==> src/rtl/line_buf_pkg.sv <==
// Shared definitions for the line window buffer: pointer-width helper,
// reader state encoding and default geometry.
package line_buf_pkg;

    localparam int DEF_DATA_W     = 8;
    localparam int DEF_LINE_WIDTH = 16;

    // Reader state: WAIT until enough complete lines exist, then STREAM columns.
    typedef enum logic {
        WAIT   = 1'b0,
        STREAM = 1'b1
    } rd_state_e;

    // Bits needed to hold values 0..n-1 (never narrower than one bit).
    function automatic int ptr_w(input int n);
        return (n <= 2) ? 1 : $clog2(n);
    endfunction

endpackage

==> src/rtl/line_buf_ring_ptr.sv <==
// Modulo-N wrap counter. Advances on inc_i and returns to zero after N-1.
// wrap_o flags the increment that takes the counter from N-1 back to 0, so
// the caller can chain a second counter or update an occupancy count.
module line_buf_ring_ptr
    import line_buf_pkg::*;
#(
    parameter int N = 4,
    parameter int W = ptr_w(N)
) (
    input  logic         clk,
    input  logic         rst,
    input  logic         inc_i,
    output logic [W-1:0] value_o,
    output logic         wrap_o
);

    localparam logic [W-1:0] LAST = W'(N - 1);

    logic [W-1:0] value_q;
    logic [W-1:0] value_d;
    logic         at_last;

    assign at_last = (value_q == LAST);
    assign wrap_o  = inc_i && at_last;
    assign value_o = value_q;

    // Next value: explicit compare-and-clear so non-power-of-two N wraps correctly.
    always_comb begin
        value_d = value_q;
        if (inc_i) begin
            value_d = at_last ? '0 : value_q + W'(1);
        end
    end

    // Counter register.
    always_ff @(posedge clk or posedge rst) begin
        if (rst) begin
            value_q <= '0;
        end else begin
            value_q <= value_d;
        end
    end

endmodule

==> src/rtl/line_window_buffer.sv <==
// Multi-line ring buffer between the raster pixel source and the convolution
// window stage. Samples are written one per cycle into NUM_LINES line slots;
// once KERNEL_H complete lines are held, each read returns one vertical
// column of KERNEL_H samples (oldest line in the low slice), one cycle later.
// Finishing reading a column row releases the oldest line for rewriting.
// Optional build macro: LINE_WINDOW_BUFFER_OVERFLOW_EN adds a sticky
// 'overflow' output that records any sample dropped while the buffer was full.
module line_window_buffer
    import line_buf_pkg::*;
#(
    parameter int DATA_W     = DEF_DATA_W,
    parameter int LINE_WIDTH = DEF_LINE_WIDTH,
    parameter int NUM_LINES  = 4,
    parameter int KERNEL_H   = 3
) (
    input  logic                             clk,
    input  logic                             rst,
    input  logic [DATA_W-1:0]                data_in,
    input  logic                             data_valid,
    output logic                             data_ready,
    input  logic                             rd_en,
    output logic                             win_avail,
    output logic [KERNEL_H*DATA_W-1:0]       col_data,
    output logic                             col_valid,
    output logic [ptr_w(LINE_WIDTH)-1:0]     col_idx,
`ifdef LINE_WINDOW_BUFFER_OVERFLOW_EN
    output logic                             overflow,
`endif
    output logic [ptr_w(NUM_LINES+1)-1:0]    lines_full
);

    localparam int COL_W = ptr_w(LINE_WIDTH);
    localparam int LN_W  = ptr_w(NUM_LINES);
    localparam int LF_W  = ptr_w(NUM_LINES + 1);

    localparam logic [LF_W-1:0] NL_C  = LF_W'(NUM_LINES);
    localparam logic [LF_W-1:0] KH_C  = LF_W'(KERNEL_H);
    localparam logic [LN_W:0]   NL_WC = (LN_W+1)'(NUM_LINES);

    // Line storage; deliberately not reset (stale data is never exposed,
    // because only complete, unreleased lines are ever read).
    logic [DATA_W-1:0] mem_q [NUM_LINES][LINE_WIDTH];

    logic [COL_W-1:0] next_wr_col;
    logic [LN_W-1:0]  next_wr_line;
    logic [COL_W-1:0] next_rd_col;
    logic [LN_W-1:0]  rd_base;

    logic wr_acc;
    logic rd_acc;
    logic wr_wrap;
    logic rd_wrap;
    logic unused_wr_line_wrap;
    logic unused_rd_base_wrap;

    logic [LF_W-1:0] lines_full_q;
    logic [LF_W-1:0] lines_full_d;

    rd_state_e state_q;
    rd_state_e state_d;

    logic [KERNEL_H*DATA_W-1:0] col_data_q;
    logic [COL_W-1:0]           col_idx_q;
    logic                       col_valid_q;

    logic [LN_W-1:0] rd_slot [KERNEL_H];

    assign data_ready = (lines_full_q < NL_C);
    assign wr_acc     = data_valid && data_ready;
    assign rd_acc     = rd_en && win_avail;

    // Write column pointer; its wrap marks a completed line.
    line_buf_ring_ptr #(.N(LINE_WIDTH), .W(COL_W)) u_wr_col (
        .clk     (clk),
        .rst     (rst),
        .inc_i   (wr_acc),
        .value_o (next_wr_col),
        .wrap_o  (wr_wrap)
    );

    // Write line slot; advances once per completed line.
    line_buf_ring_ptr #(.N(NUM_LINES), .W(LN_W)) u_wr_line (
        .clk     (clk),
        .rst     (rst),
        .inc_i   (wr_wrap),
        .value_o (next_wr_line),
        .wrap_o  (unused_wr_line_wrap)
    );

    // Read column pointer; its wrap releases the oldest line.
    line_buf_ring_ptr #(.N(LINE_WIDTH), .W(COL_W)) u_rd_col (
        .clk     (clk),
        .rst     (rst),
        .inc_i   (rd_acc),
        .value_o (next_rd_col),
        .wrap_o  (rd_wrap)
    );

    // Oldest held line slot; row stride of one line per completed column sweep.
    line_buf_ring_ptr #(.N(NUM_LINES), .W(LN_W)) u_rd_base (
        .clk     (clk),
        .rst     (rst),
        .inc_i   (rd_wrap),
        .value_o (rd_base),
        .wrap_o  (unused_rd_base_wrap)
    );

    // Physical slot of each kernel row: (rd_base + k) mod NUM_LINES.
    // k < NUM_LINES, so a single conditional subtract is enough.
    generate
        for (genvar gi = 0; gi < KERNEL_H; gi++) begin : g_slot
            logic [LN_W:0] slot_sum;
            assign slot_sum    = {1'b0, rd_base} + (LN_W+1)'(gi);
            assign rd_slot[gi] = (slot_sum >= NL_WC) ? LN_W'(slot_sum - NL_WC)
                                                     : slot_sum[LN_W-1:0];
        end
    endgenerate

    // Sample write into the current line slot.
    always_ff @(posedge clk) begin
        if (wr_acc) begin
            mem_q[next_wr_line][next_wr_col] <= data_in;
        end
    end

    // Occupancy: +1 on line completion, -1 on release, unchanged when both coincide.
    always_comb begin
        lines_full_d = lines_full_q;
        if (wr_wrap && !rd_wrap) begin
            lines_full_d = lines_full_q + LF_W'(1);
        end else if (!wr_wrap && rd_wrap) begin
            lines_full_d = lines_full_q - LF_W'(1);
        end
    end

    // Occupancy register.
    always_ff @(posedge clk or posedge rst) begin
        if (rst) begin
            lines_full_q <= '0;
        end else begin
            lines_full_q <= lines_full_d;
        end
    end

    // Reader state register.
    always_ff @(posedge clk or posedge rst) begin
        if (rst) begin
            state_q <= WAIT;
        end else begin
            state_q <= state_d;
        end
    end

    // Reader next state follows the next occupancy so win_avail never lags a release.
    always_comb begin
        state_d = WAIT;
        if (lines_full_d >= KH_C) begin
            state_d = STREAM;
        end
    end

    // Reader outputs.
    always_comb begin
        win_avail = 1'b0;
        if (state_q == STREAM) begin
            win_avail = 1'b1;
        end
    end

    // Registered column read: one-cycle latency, held between reads.
    always_ff @(posedge clk or posedge rst) begin
        if (rst) begin
            col_data_q  <= '0;
            col_idx_q   <= '0;
            col_valid_q <= 1'b0;
        end else begin
            col_valid_q <= rd_acc;
            if (rd_acc) begin
                col_idx_q <= next_rd_col;
                for (int k = 0; k < KERNEL_H; k++) begin
                    col_data_q[k*DATA_W +: DATA_W] <= mem_q[rd_slot[k]][next_rd_col];
                end
            end
        end
    end

`ifdef LINE_WINDOW_BUFFER_OVERFLOW_EN
    logic overflow_q;

    // Sticky record of any sample offered while the buffer was full.
    always_ff @(posedge clk or posedge rst) begin
        if (rst) begin
            overflow_q <= 1'b0;
        end else if (data_valid && !data_ready) begin
            overflow_q <= 1'b1;
        end
    end

    assign overflow = overflow_q;
`endif

    assign col_data   = col_data_q;
    assign col_idx    = col_idx_q;
    assign col_valid  = col_valid_q;
    assign lines_full = lines_full_q;

endmodule

==> config.mk <==
export PLATFORM = sky130hd
export DESIGN_NAME = line_window_buffer
export DESIGN_NICKNAME = d
export VERILOG_FILES = /design/src/rtl/line_buf_pkg.sv /design/src/rtl/line_buf_ring_ptr.sv /design/src/rtl/line_window_buffer.sv
export SDC_FILE = /design/constraint.sdc
export NUM_CORES = 1
export LEC_CHECK = 0
export ABC_CLOCK_PERIOD_IN_PS = 2700
export BUFFER_PORTS_ARGS = -buffer_cell sky130_fd_sc_hd__buf_2
export CAP_MARGIN = 20
export CORE_ASPECT_RATIO = 0.9
export CORE_UTILIZATION = 45
export CTS_BUF_LIST = sky130_fd_sc_hd__clkbuf_4 sky130_fd_sc_hd__clkbuf_8 sky130_fd_sc_hd__clkbuf_16
export CTS_CLUSTER_DIAMETER = 30
export CTS_CLUSTER_SIZE = 12
export DETAILED_ROUTE_END_ITERATION = 10
export PLACE_DENSITY = 0.6
export SLEW_MARGIN = 40
export SYNTH_ARGS = -nofsm -noshare
export SYNTH_HDL_FRONTEND = slang
export SYNTH_SLANG_ARGS = --single-unit
==> constraint.sdc <==
create_clock -name clk -period 2.7 [get_ports clk]
set_input_delay 0.27 -clock clk [delete_from_list [all_inputs] [get_ports clk]]
set_output_delay 0.27 -clock clk [all_outputs]
set_load 0.005 [all_outputs]
* Word level (Yosys, flattened, before mapping)
Memories as Yosys holds them, arrays and structs flattened.
Index checks and enable logic that the tools add are counted.
W data, S select, Z words.
** Word-level totals
- Flip-flop bits (word level) :: 45
- Bits in writable memories :: 512
- Output and inout bits :: 34
- Word-level logic and storage cells :: 68
- Memories :: 1
** Memory list
- mem_q :: depth 4, bits a word 128, rd ports 3, clocked after Yosys merged registers in 0, wr ports 1, RTL line line_window_buffer.sv:42 : logic [DATA_W-1:0] mem_q [NUM_LINES][LINE_WIDTH];
** Operators by class
- Add/subtract/negate cells :: 11
- $lt $le $gt $ge :: 8
- Eq/ne operators :: 4
- Muxes and demuxes :: 24
- Bitwise gates (word level) :: 2
- Reduce and logical (&&, ||, !) cells :: 9
** Operators with widths (number)
- $mux W128 :: 1
- $bmux W8 S4 :: 3
- $mux W8 :: 7
- $demux W8 S4 :: 1
- $ge A5 B5 Y1 const B :: 2
- $mux W2 :: 5
- $not A4 Y5 :: 2
- $add A4 B1 Y4 const B :: 2
- $eq A4 B4 Y1 const B :: 2
- $mux W4 :: 2
- $logic_and A1 B1 Y1 :: 7
- $ge A3 B3 Y1 const B :: 2
- $mux W3 :: 2
- $sub A2 B1 Y2 const B :: 3
- $lt A5 B1 Y1 const B :: 1
- $add A2 B1 Y2 const B :: 2
- $eq A2 B2 Y1 const B :: 2
- $add A2 B1 Y3 const B :: 1
- $add A2 B2 Y3 const B :: 1
- $add A3 B1 Y3 const B :: 1
- $ge A2 B3 Y1 const B :: 1
- $ge A3 B2 Y1 const B :: 1
- $lt A3 B3 Y1 const B :: 1
- $mux W1 :: 3
- other kinds (2) :: 3

* Depth between registers and ports, before layout
- Depth after elaboration :: 9
- Depth in mapped cells :: 10

* Hierarchy
A second synthesis with hierarchy kept.
** Second synthesis, totals
- Cell total of the unflattened synthesis :: 1640
- Area total of the unflattened synthesis :: 29564.6 um^2
** By module, submodules not included
- line_window_buffer :: instances 1, cells an instance 1584, area an instance 28981.5 um^2, seq. area each 16200.5 um^2
- line_buf_ring_ptr at u_rd_col ... :: instances 2, cells an instance 20, area an instance 191.4 um^2, seq. area each 100.1 um^2
- line_buf_ring_ptr at u_rd_base ... :: instances 2, cells an instance 8, area an instance 100.1 um^2, seq. area each 50.0 um^2

* Worst setup path before layout
OpenSTA, ideal clock, no wires.
- Path type :: flip-flop to flip-flop
- Start point :: register u_rd_base.value_q[0], in the netlist u_rd_base.value_o[0]
- End point :: register col_data_q[8], in the netlist col_data[8]
- Arrival time :: 2.345 ns
- Required time :: 2.557 ns
- Setup slack :: 0.212 ns
- Cell stages (with the launch flop) :: 10
- Path buffers :: 3
- Period minus slack after synthesis :: 2.488 ns
- Path through :: dfrtp_1 -> ha_1 -> buf_4 -> buf_2 -> buf_1 -> mux4_2 -> mux2i_1 -> nor2_1 -> o41ai_1 -> o211ai_1
** On the way
- Cells in the longest elaborated chain, start to end :: 7
- Elaborated cells between the ends (all ways) :: 8
** RTL lines
- from (decl) :: RTL line line_buf_ring_ptr.sv:19 : logic [W-1:0] value_q;
- from (signal assigned) :: RTL line line_buf_ring_ptr.sv:40 : value_q <= value_d;
- $add A2 B1 Y3 (*) :: RTL line line_window_buffer.sv:113 : assign slot_sum = {1'b0, rd_base} + (LN_W+1)'(gi);
- $ge A3 B3 Y1 / $sub A2 B1 Y2 (equally long branches) :: RTL line line_window_buffer.sv:114 : assign rd_slot[gi] = (slot_sum >= NL_WC) ? LN_W'(slot_sum - NL_WC)
- $mux W2 (*) :: RTL line line_window_buffer.sv:114
- $mem_v2 Z4 W128 (*)
- $bmux W8 S4 (*) :: RTL line line_window_buffer.sv:181 : col_data_q[k*DATA_W +: DATA_W] <= mem_q[rd_slot[k]][next_rd_col];
- $mux W8 (not written as such) (*) (2 in series) :: RTL line line_window_buffer.sv:181
- to (signal, indexed assignment) :: RTL line line_window_buffer.sv:181
- to (decl) :: RTL line line_window_buffer.sv:62 : logic [KERNEL_H*DATA_W-1:0] col_data_q;
Every way passes the cells marked *; elsewhere a longest branch is shown, timed or not. The select of a mux whose other input is x is not followed.
A chain may end at the register's enable or synchronous reset.

* Worst setup path after layout
- Start point :: register u_rd_base.value_q[0], in the netlist u_rd_base.value_o[0]
- End point :: register col_data_q[11], in the netlist col_data[11]
The elaborated chain is that of the path after synthesis.

==> impl_metrics.csv <==
group,metric,value,unit
critical_path,crit_type,"flip-flop to flip-flop",
worst_hold_path,hold_class,"primary input to flip-flop",
critical_path,cp-end-kind,"flip-flop",
routing,final_antenna_net_count,0,
timing,hold_viol_final,0,
logic_synthesis,synth_warnings,0,
timing,worst_pin_slew,0.8761,ns
timing,slew_headroom,41.45,%
place,place.gp.congestion,0.8977,
logic_synthesis,ys_seq_area_share,54.61,%
timing,fin_hold_ws,0.06997,ns
run,maxCapViolCount,0,
place,portBuffers,45,
grt,grt.overflow.total,0,
grt,grt_pass1_vias,19443,
logic_synthesis,syn_inst,1771,
power_and_ir_drop,p_switching,0.01115,W
power_and_ir_drop,share_comb_of_total_power,26.9,%
floorplan,die_y,247.8,um
worst_hold_path,min_from,"data_in[0]",
critical_path,start_kind,"flip-flop",
run_status,status,"finished, violations left",
timing,fin_crit,2.695,ns
cts,cts_buffers,133,
grt,grt_max_degree,65,
finish,stdcell_count,3004,
routing,dr.first_iter.drc_count,2691,
timing,period_share,99.81,%
cts,cts.htree.levels,4,
critical_path,crit_arrival,3.25,ns
cts,cts_sinks,557,
floorplan,fp.coreArea,65920,um^2
grt,grt_pass1_wl,135.2,mm
critical_path,r2r_slack,0.005,ns
logic_synthesis,avgSynthCellArea,17.06,um^2
logic_synthesis,synth_edf_count,512,
timing,max_freq,0.3711,GHz
logic_synthesis,ys.flop_type,"edfxtp_1",
floorplan,start_util,45.83,%
worst_hold_path,worstHoldPathCells,1,
finish,antenna_cells,0,
worst_hold_path,hold_end,"mem_q[3][48]",
power_and_ir_drop,power.leakage,12.53,nW
power_and_ir_drop,ir_worst_vdd,595.4,uV
timing,skew,0.02551,ns
critical_path,r2r_cells,10,
timing,final-max-slew-violation-count,0,
logic_synthesis,yosys.area.top_type_share,50.88,%
power_and_ir_drop,cellPowerDensity,957.5,nW/um^2
routing,routed_via_density,6.640,
routing,wl_per_cell,31.55,um
finish,fillCellCount,4924,
power_and_ir_drop,power,0.03627,W
place,dp.cells,2750,
floorplan,row_count,89,
critical_path,regToRegStartpoint,"u_rd_base.value_o[0]",
cts,tritoncts,"built",
grt,antenna_found_initial,0,
critical_path,cp.required,3.25,ns
power_and_ir_drop,p_clk_share,43.8,%
timing,setup_viol_count_final,0,
routing,post-route-drc-count,1,
logic_synthesis,synth_area_leader_cell,"edfxtp_1",
finish,syn_to_final_growth,25.35,%
finish,layout-drive-gt1-share,42.71,%
power_and_ir_drop,p_int,0.02512,W
logic_synthesis,synth_nets,1795,
place,dp_hpwl,62.91,mm
cts,insertion_delay,0.72,ns
run_status,violations,"DRC",
finish,nNetsFinal,2058,
routing,firstDrtPassIters,8,
power_and_ir_drop,seq_power_share,29.3,%
grt,grtUsageTotal,27.98,%
cts,clock-root-buffer,"clkbuf_16",
timing,rsz0062_at_grt,"yes",
logic_synthesis,ys_seq_elements,557,
floorplan,io_pins,46,
logic_synthesis,synth.distinct_cells,49,
cts,clk_path_buf_depth,3,
logic_synthesis,syn_area,30220,um^2
critical_path,cp_max_fo,9,
floorplan,die_x,275.1,um
logic_synthesis,ys_top_cells_by_area,"edfxtp_1 (51%), mux4_2 (26%), mux2i_1 (5.9%)",
cts,clk_pin_slew,0.05,ns
critical_path,reg2reg_to,"col_data[11]",
routing,drt_wl_total,94.78,mm
routing,num_vias,19947,
logic_synthesis,async_flop_share,8.079,%
power_and_ir_drop,swShare,30.74,%
floorplan,dieArea,68190,um^2
per-stage QoR:
stage                     utilization (%)  setup TNS (ns)  setup slack (ns)  cell area [um^2]
after floorplan                         -               0            0.2117             30220
after global placement              49.84         -0.8508           -0.3082             32860
after detailed placement            49.85         -0.7901           -0.2447             32860
after CTS                           56.95      -0.0001716        -0.0001716             37540
after global routing                57.45        -0.07060          -0.04086             37880
final                               57.45               0          0.005158             37880
final cells by class:
type | instances | area [um^2] | share of cell area (%)
Tap cell | 864 | 1081 | 2.854
Multi-Input combinational cell | 1044 | 13060 | 34.49
Inverter | 12 | 45.04 | 0.1189
Sequential cell | 557 | 16510 | 43.60
Timing Repair Buffer | 286 | 2676 | 7.066
Clock inverter | 76 | 843.3 | 2.227
Clock buffer | 165 | 3652 | 9.643
placed cells by master (no fill, tap or decap), drive strengths merged, types with 22 or more instances in the layout:
cell / netlist / routed
a211oi: 22 / 22
a21oi: 37 / 37
a22oi: 68 / 68
and2: 81 / 81
buf: 99 / 277
clkbuf: 59 / 171
clkinv: 2 / 43
dfrtp: 45 / 45
edfxtp: 512 / 512
mux2i: 177 / 177
mux4: 346 / 346
nand2: 66 / 66
nor2: 65 / 65
flip-flops by register name, summed over array words and instances (netlist names):
register and cells:
lines_full 3, u_rd_col.value_o 4, col_idx 4, state_q 1
u_wr_col.value_o 4, u_rd_base.value_o 2, u_wr_line.value_o 2, mem_q 512
col_data 24, col_valid 1
repair_timing:
item / in CTS / in global routing
hold buffers: 2 / 0
setup endpoints to repair: 10 / 24
cloned: 1 / 6
gates resized for setup: 21 / 31
pin swaps: 2 / 3
buffers inserted: 2 / 2
hold endpoints to repair: 22 / 0
critical path, cell delays in order (launching register included):
cell and delay, ns:
dfrtp_4 0.50, ha_4 0.29, buf_12 0.13, buf_4 0.12, buf_4 0.17, buf_4 0.23
mux4_2 0.32, mux2i_1 0.15, nand2_1 0.07, a32oi_1 0.35, o21ai_0 0.18
Yosys cell counts, types with 11 or more instances:
| cell | count |
|---|---|
| o31ai_1 | 21 |
| a21oi_1 | 37 |
| mux4_2 | 346 |
| buf_4 | 26 |
| buf_1 | 11 |
| nor2b_1 | 11 |
| a22oi_1 | 68 |
| buf_2 | 57 |
| a311oi_1 | 13 |
| ha_1 | 12 |
| o21ai_0 | 16 |
| mux2i_1 | 177 |
| edfxtp_1 | 512 |
| mux2_2 | 15 |
| o221ai_1 | 14 |
| clkbuf_1 | 58 |
| a211oi_1 | 22 |
| nor2_1 | 65 |
| and2_1 | 80 |
| nand2_1 | 66 |
| dfrtp_1 | 45 |
power by group through the flow:
| stage | combinational, W | clock (W) | sequential, W |
|---|---|---|---|
| after floorplan | 0.00516 | 0 | 0.0104 |
| after global placement | 0.00920 | 0 | 0.0107 |
| after detailed placement | 0.00929 | 0 | 0.0107 |
| after CTS | 0.00947 | 0.0160 | 0.0106 |
| after global routing | 0.0102 | 0.0165 | 0.0106 |
| final | 0.00976 | 0.0159 | 0.0106 |
kinds of logic after synthesis:
kind of cell    count (synthesis)  synth area share [%]
compound gates                230                 5.495
xor+xnor                        7                0.2029
fa+ha+maj                      14                0.5632
buf+inv                       170                 2.799
flops                         557                 54.61
mux                           538                 32.21
simple gates                  255                 4.116
layer usage:
metal / wire length, um / vias up / part of all wire [%] / GRT usage (%)
met4: 2454 / 0 / 2.6 / 9.344
met3: 10500 / 152 / 11 / 7.295
met1: 38630 / 10452 / 41 / 40.35
met5: 0 / - / 0 / 0
met2: 43200 / 1268 / 46 / 41.32
li1: - / 8075 / - / -
worst max path at each step:
stage / cells after the start / start / endpoint / slack (ns)
after global placement: 9 / u_rd_base.value_o[0] / col_data[13] / -0.31
final: 10 / u_rd_base.value_o[0] / col_data[11] / 0.005
after detailed placement: 9 / u_rd_base.value_o[1] / col_data[9] / -0.24
after CTS: 9 / u_rd_base.value_o[1] / col_data[10] / -0.0002
after global routing: 10 / u_rd_base.value_o[0] / col_data[11] / -0.04
after floorplan: 9 / u_rd_base.value_o[0] / col_data[8] / 0.21
(Power assumes the default switching activity.)
